File: src/rtl/req_ack_arbiter.sv
// req_ack_arbiter
// Round-robin scheduler that shares one pulse-request/acknowledge responder
// among N_REQ clients. It issues a single-cycle req pulse, enforces a minimum
// spacing between req pulses, waits for the ack rising edge with a timeout,
// and returns a one-cycle done or err pulse to the client that owns the
// transaction. Running counters of issued reqs and accepted acks are kept.
//
// Ports:
//   clk           clock, all logic on posedge
//   rst           asynchronous active-high reset
//   client_valid  [N_REQ] level request per client
//   client_grant  [N_REQ] one-hot pulse in the cycle that client's req is issued
//   client_done   [N_REQ] one-hot pulse when that client's ack is accepted
//   client_err    [N_REQ] one-hot pulse when that client's ack timed out
//   req           request pulse to the responder
//   ack           responder acknowledge (rising edge only is meaningful)
//   busy          high while a transaction is outstanding (FSM in WAIT)
//   stray_ack     pulse on an ack rising edge that no WAIT cycle accepted
//   reqs_seen     [CNT_W] issued req count, wraps
//   acks_seen     [CNT_W] accepted ack count, wraps
//
// Handshake: a client raises client_valid and holds it until it sees its
// client_grant bit; dropping it earlier simply withdraws the request. The
// responder side is pulse based: one req pulse, answered by one ack rising
// edge no earlier than the cycle after req and no later than ACK_TIMEOUT
// cycles after req.
module req_ack_arbiter #(
  parameter int N_REQ       = 4,
  parameter int MIN_GAP     = 8,
  parameter int ACK_TIMEOUT = 15,
  parameter int CNT_W       = 32
) (
  input  logic             clk,
  input  logic             rst,
  input  logic [N_REQ-1:0] client_valid,
  output logic [N_REQ-1:0] client_grant,
  output logic [N_REQ-1:0] client_done,
  output logic [N_REQ-1:0] client_err,
  output logic             req,
  input  logic             ack,
  output logic             busy,
  output logic             stray_ack,
  output logic [CNT_W-1:0] reqs_seen,
  output logic [CNT_W-1:0] acks_seen
);

  localparam int PTR_W  = (N_REQ > 1) ? $clog2(N_REQ) : 1;
  localparam int GAP_W  = $clog2(MIN_GAP + 1);
  localparam int WAIT_W = $clog2(ACK_TIMEOUT + 1);

  localparam logic [GAP_W-1:0]  GAP_MAX  = GAP_W'(MIN_GAP - 1);
  localparam logic [GAP_W-1:0]  GAP_RST  = GAP_W'(MIN_GAP);
  localparam logic [WAIT_W-1:0] WAIT_MAX = WAIT_W'(ACK_TIMEOUT);
  localparam logic [PTR_W-1:0]  PTR_RST  = PTR_W'(N_REQ - 1);

  typedef enum logic {
    S_IDLE = 1'b0,
    S_WAIT = 1'b1
  } state_t;

  state_t state, state_d;

  logic [PTR_W-1:0]  ptr;
  logic [PTR_W-1:0]  owner;
  logic [PTR_W-1:0]  sel;
  logic              sel_valid;
  logic [GAP_W-1:0]  gap_cnt;
  logic [WAIT_W-1:0] wait_cnt;
  logic              ack_q;
  logic              ack_rise;
  logic              gap_ok;
  logic              issue;
  logic              accept;
  logic              expire;

  assign ack_rise = ack & ~ack_q;
  assign gap_ok   = (gap_cnt >= GAP_MAX);

  // Round-robin pick: scan from ptr+N down to ptr+1 so the last hit written
  // is the first valid client cyclically after the pointer.
  always_comb begin
    logic [PTR_W-1:0] idx;
    sel       = ptr;
    sel_valid = 1'b0;
    idx       = '0;
    for (int i = N_REQ; i >= 1; i--) begin
      idx = PTR_W'((int'(ptr) + i) % N_REQ);
      if (client_valid[idx]) begin
        sel       = idx;
        sel_valid = 1'b1;
      end
    end
  end

  // Next-state logic. In WAIT, wait_cnt equals the number of cycles since
  // the req cycle; the req cycle itself (wait_cnt == 0) never accepts an ack,
  // so an ack landing together with req is reported as stray. An ack in the
  // very cycle the timeout expires wins over the timeout.
  always_comb begin
    state_d = state;
    issue   = 1'b0;
    accept  = 1'b0;
    expire  = 1'b0;
    case (state)
      S_IDLE: begin
        if (gap_ok && sel_valid) begin
          issue   = 1'b1;
          state_d = S_WAIT;
        end
      end
      S_WAIT: begin
        if (ack_rise && (wait_cnt != '0)) begin
          accept  = 1'b1;
          state_d = S_IDLE;
        end else if (wait_cnt == WAIT_MAX) begin
          expire  = 1'b1;
          state_d = S_IDLE;
        end
      end
      default: state_d = S_IDLE;
    endcase
  end

  always_ff @(posedge clk or posedge rst) begin
    if (rst) begin
      state        <= S_IDLE;
      ptr          <= PTR_RST;
      owner        <= '0;
      gap_cnt      <= GAP_RST;
      wait_cnt     <= '0;
      ack_q        <= 1'b0;
      req          <= 1'b0;
      busy         <= 1'b0;
      stray_ack    <= 1'b0;
      client_grant <= '0;
      client_done  <= '0;
      client_err   <= '0;
      reqs_seen    <= '0;
      acks_seen    <= '0;
    end else begin
      state     <= state_d;
      ack_q     <= ack;
      req       <= issue;
      busy      <= (state_d == S_WAIT);
      stray_ack <= ack_rise & ~accept;

      client_grant <= issue  ? (N_REQ'(1) << sel)   : '0;
      client_done  <= accept ? (N_REQ'(1) << owner) : '0;
      client_err   <= expire ? (N_REQ'(1) << owner) : '0;

      if (issue) begin
        owner     <= sel;
        ptr       <= sel;
        reqs_seen <= reqs_seen + CNT_W'(1);
      end

      if (accept) begin
        acks_seen <= acks_seen + CNT_W'(1);
      end

      // Spacing counter runs in every state and saturates once the
      // minimum req-to-req gap has been met.
      if (issue) begin
        gap_cnt <= '0;
      end else if (gap_cnt < GAP_MAX) begin
        gap_cnt <= gap_cnt + GAP_W'(1);
      end

      if (issue) begin
        wait_cnt <= '0;
      end else if ((state == S_WAIT) && (wait_cnt != WAIT_MAX)) begin
        wait_cnt <= wait_cnt + WAIT_W'(1);
      end
    end
  end

endmodule

File: config.mk
export PLATFORM = sky130hd
export DESIGN_NAME = req_ack_arbiter
export DESIGN_NICKNAME = d
export VERILOG_FILES = /design/src/rtl/req_ack_arbiter.sv
export SDC_FILE = /design/constraint.sdc
export NUM_CORES = 1
export LEC_CHECK = 0
export ABC_AREA = 1
export ABC_CLOCK_PERIOD_IN_PS = 3150
export CAP_MARGIN = 5
export CORE_ASPECT_RATIO = 2
export CORE_MARGIN = 1
export CORE_UTILIZATION = 49
export CTS_CLUSTER_SIZE = 40
export DETAILED_ROUTE_END_ITERATION = 10
export PLACE_DENSITY = 0.75
export SYNTH_ARGS = -nofsm -noshare
export SYNTH_HDL_FRONTEND = slang
export SYNTH_SLANG_ARGS = --single-unit
File: constraint.sdc
create_clock -name clk -period 3.15 [get_ports clk]
set_input_delay 0.63 -clock clk [delete_from_list [all_inputs] [get_ports clk]]
set_output_delay 0.63 -clock clk [all_outputs]
set_load 0.02 [all_outputs]
# --- Word-level counts from Yosys, hierarchy flattened ---
# Index checks and enable logic that the tools add are counted.
totals:
  register_bits: 92
  inputBits: 7
  out_inout_bits: 79
  word_cells: 75
classes:
  add_sub_neg: 8
  magnitude_cmp: 6
  n_eq_ne: 2
  shift: 2
  muxes: 33
  n_bitwise: 5
  n_reduce_logical: 6
op_table:
  columns: ["op", "n"]
  rows:
  - ["$add A32 B1 Y32 const B", 2]
  - ["$mux W4", 7]
  - ["$mux W1", 17]
  - ["$lt A2 B3 Y1 const B", 4]
  - ["$add A4 B1 Y4 const B", 2]
  - ["$bmux W1 S2", 4]
  - ["$mux W2", 4]
  - ["$shl A1 B2 Y4 const A", 2]
  - ["$add A2 B1 Y2 const B", 2]
  - ["$add A2 B2 Y2 const B", 2]
  - ["$eq A4 B4 Y1 const B", 1]
  - ["$ge A4 B3 Y1 const B", 1]
  - ["$lt A4 B3 Y1 const B", 1]
  - ["$ne A4 B4 Y1 const B", 1]
  - ["$reduce_bool A2 Y1", 2]
  - ["$reduce_bool A4 Y1", 1]
  - ["$logic_and A1 B1 Y1", 3]
  - ["$not A1 Y1", 3]
  - ["$and A1 B1 Y1", 2]
  - ["$pmux W1 S2", 1]

# --- Depth between registers and ports, before layout ---
logic_depth:
  ltp_word: 11
  mapped_depth: 11
  depth_no_buf: 11

# --- Worst setup path before layout ---
# Ideal clock, no wire load.
synth_path:
  kind: "reg-to-reg"
  from: "register reqs_seen[0]"
  to: "register reqs_seen[28]"
  setup_ps: 117
  t_arrival_ps: 1363
  required_ps: 3033
  slack_ps: 1670
  stages_incl_launch_ff: 11
  n_path_buf: 0
  period_less_slack_ps: 1480
  cell_sequence: "dfrtp_1 -> ha_1 -> inv_1 -> nor2_2 -> inv_1 -> nor2_1 -> nand2_1 -> nand2_1 -> nand2_1 -> nand2_1 -> nand2_1"
synth_via:
  elab_chain_cells: 1
synth_lines:
  columns: ["element", "line", "source"]
  rows:
  - ["start: declaration", "43", "output logic [CNT_W-1:0] reqs_seen,"]
  - ["start signal: assignment", "154", "reqs_seen <= reqs_seen + CNT_W'(1);"]
  - ["$add A32 B1 Y32", "154", null]
# No other way between the ends.
# A chain may end at the register's enable or synchronous reset.

==> summary.md <==
| Metric | Value |
|---|---|
| Vias per inst | about 5.3 |
| Cells after Synth | ~700 |
| #FFs+latches synth | 92 |
| Setup CP Type | flip-flop to primary output |
| Rows | 53 |
| Post-synth top flop | dfrtp_1 |
| Antenna violations before repair | 0 |
| Vias in the first global route | between 4000 and 5000 |
| Total power draw | around 4 mW |
| Achievable clock frequency | between 400 and 500 MHz |
| Peak fanout along the critical path | 7 |
| Setup TNS | 0 ns |
| Initial Utilization | roughly half |
| Antenna Violating Nets Remaining | 0 |
| # DRC | 0 |
| XOR/XNOR share of the synthesized area | ~5.6% |
| CP max stage delay | roughly 0.66 ns |
| Final Worst Setup Slack | roughly 1 ns |
| First-pass iteration count of the detailed router | 5 |
| Unrepaired setup endpoints after global routing | false |
| Min cycle time layout | between 2 and 2.5 ns |
| Tightest Pin Transition | slightly below 1 ns |
| CP bufs+invs | 1 |
| Port Buf Inserts | 85 |
| Met2 WL | about 8000 µm |
| # diodes | 0 |
| Crit-path slowest cell | clkdlybuf4s50_1 |
| Slew Limit Fails | 0 |
| Synth Area in Simple Gates | between 40% and 50% |
| Switching power | ~1.6 mW |
| CTS sink count | between 90 and 100 |
| Syn avg cell area | ~7.3 µm² |
| # IOs | 86 |
| Share of cells above drive strength 1 | around 7.4% |
| CP Capture Type | primary output |
| Adder-cell share of the synthesized area | 1.19% |
| Sequential share of power | a little over two fifths |
| Lkg Pwr | approximately 3.0 nW |
| Worst-path clk slew | about 0.060 ns |
| Asr flop ratio synth | 100% |
| First-pass GRT wire length | approximately 23000 µm |
| Seq/Total Area, Yosys | between 40% and 50% |
| Die height | between 100 and 150 µm |
| Num CTS Buffers | 9 |
| Synthesis Warnings | 0 |
| CTS hold repair buffers | 0 |
| Mapped Nets | 727 |
| Critical Path RT | 2.52 ns |
| Critical path arrival | ~1.5 ns |
| PD cells | 626 nW/µm² |
| Top Layer Used | met4 |
| EDFF count, synth | 0 |
| Area delta synth->final | 23.8% |
| Top cells by area, synth | dfrtp_1, nand2_1, nor2_1 |
| Multi-input logic area | around 2700 µm² |
| Filler cells | 976 |
| Gates resized, CTS repair | 0 |
| Stages on worst setup path | 1 |
| Clock root buffer master | clkbuf_16 |
| GRT Total Usage | between 20% and 30% |
| Core Region | approximately 10000 µm² |
| Cell Area, Synth | approximately 5300 µm² |
| Hold Fails Final Rpt | 0 |
| DRT Wirelength | between 10000 and 15000 µm |
| Fraction of synthesized area in multiplexers | 0% |
| Final nets | between 800 and 900 |
| Synth top area share | 42.4% |
| R2R Setup Slk | 1.15 ns |
| Post-synthesis compound-gate area fraction | 2.24% |
| Clock Skews | ~0.0096 ns |
| DR WL/cell | between 15 and 20 µm |
| Largest net degree at the start of global routing | 56 |
| Peak supply drop | around 0.48 mV |
| GRT Residual Overflow | 0 |
| Largest family of logic cells by synthesized area | simple AND/OR/NAND/NOR gates |
| Area of the die | 11200 µm² |
| Netlist cell types | 33 |
| Worst setup path end | busy |
| GP Congestion | 0.941 |
| Final Cycle Share | 68.6% |
| Largest area contributor in the netlist | dfrtp_1 |
| Comb pwr share | about a third |
| DP Worst Slack | 0.699 ns |
| Worst hold path type | flip-flop to flip-flop |
| CP cell instances | clkdlybuf4s50_1 |
| Register Area | between 2000 and 2500 µm² |
| Leading cell types in the layout, fill and taps excluded | nand2_1, nor2_1, dfrtp_1 |
| Iter 0 DRT Violations | roughly 240 |
| Clock group share of total power | about a quarter |
| Reg2reg path depth | 7 |
| Max Root-Sink Buffers | 2 |
| Status | finished clean |
| Worst-Skew Late Latency | roughly 0.35 ns |
| DP HPWL | between 10000 and 15000 µm |
| Die W | between 70 and 80 µm |
| Pint | between 2 and 2.5 mW |
| Worst Setup Start Kind | flip-flop |
| Setup violations, final | 0 |
| Vias | roughly 5000 |
| Sw Share | 39.6% |
| Most common cell after layout, fill and taps aside | nand2_1 |
| Reg2reg start | wait_cnt[0] |
| Slew HR | 34.3% |
| CP delay by family, top | buffers and inverters |
| Max-cap viol count | 0 |
| Setup Fix Bufs, Post-CTS | 0 |
| R2r endpoint | acks_seen[5] |
| Post-Route M1 WL | between 4000 and 5000 µm |
| Routed wl met3 | between 500 and 600 µm |
| Critical Path Source | state |
| CTS tree | built |
| CTS H-tree depth | 3 |
==> area by class of cell <==
type / count / share of cell area (%)
timing repair buffer: 88 / 13.6
clock buffer: 11 / 3.58
tap: 137 / 2.64
sequential: 92 / 35.5
multi-input combinational: 563 / 41.4
clock inverter: 4 / 0.443
inverter: 49 / 2.85
==> registers in the layout, summed over array words and instances (netlist names) <==
signal,cells
acks_seen,32
reqs_seen,32
client_done,4
client_err,4
client_grant,4
gap_cnt,4
wait_cnt,4
owner,2
ptr,2
ack_q,1
req,1
state,1
stray_ack,1
==> through the flow <==
stage / instances / cell area [µm²] / utilization, % / hold WS, ns
2_1_floorplan: 715 / 5250 / - / 0.468
3_3_place_gp: 929 / 6240 / 59.6 / 0.479
3_5_place_dp: 929 / 6240 / 59.6 / 0.481
4_1_cts: 944 / 6500 / 62.0 / 0.491
5_1_grt: 944 / 6500 / 62.0 / 0.517
6_report: 944 / 6500 / 62.0 / 0.489
==> cell families (layout without fill, tap and decap cells) <==
family / count (synthesis) / count (layout)
AOI/OAI and AO/OA: 22 / 22
xor gates and xnor gates: 33 / 33
adders and majority gates: 5 / 5
buffers and inverters: 60 / 152
DFF: 92 / 92
and+or+nand+nor: 503 / 503
==> metal layers <==
layer | vias to the layer above | track usage (%)
met4 | 0 | 19.7
met1 | 2358 | 26.0
met3 | 52 | 4.95
li1 | 2398 | -
met5 | - | 0
met2 | 150 | 51.4
==> worst min-delay path by stage <==
stage                from    endpoint  slack, ns  depth (start not counted)
6_report       gap_cnt[3]  gap_cnt[3]       0.49                          2
5_1_grt        gap_cnt[3]  gap_cnt[3]       0.52                          2
2_1_floorplan  gap_cnt[3]  gap_cnt[3]       0.47                          2
3_5_place_dp   gap_cnt[3]  gap_cnt[3]       0.48                          2
3_3_place_gp   gap_cnt[3]  gap_cnt[3]       0.48                          2
4_1_cts        gap_cnt[3]  gap_cnt[3]       0.49                          2
==> cell usage after synthesis (6+ instances only) <==
cell type	number
nand4_1	8
nor3_1	9
a21oi_1	6
o21ai_0	11
dfrtp_1	89
xor2_1	21
nand3b_1	21
nand3_1	28
xnor2_1	11
nor2_2	11
inv_1	44
nand2_1	303
nand2_2	7
nor2_1	101
==> power groups by stage <==
stage / sequential (mW) / combinational, mW / clock [mW]
after floorplan: 1.80 / 0.783 / 0
after global placement: 1.71 / 1.33 / 0
after detailed placement: 1.72 / 1.38 / 0
after CTS: 1.70 / 1.39 / 0.999
after global routing: 1.74 / 1.54 / 1.06
final: 1.71 / 1.38 / 0.984
Power figures use the tool's default switching activity.
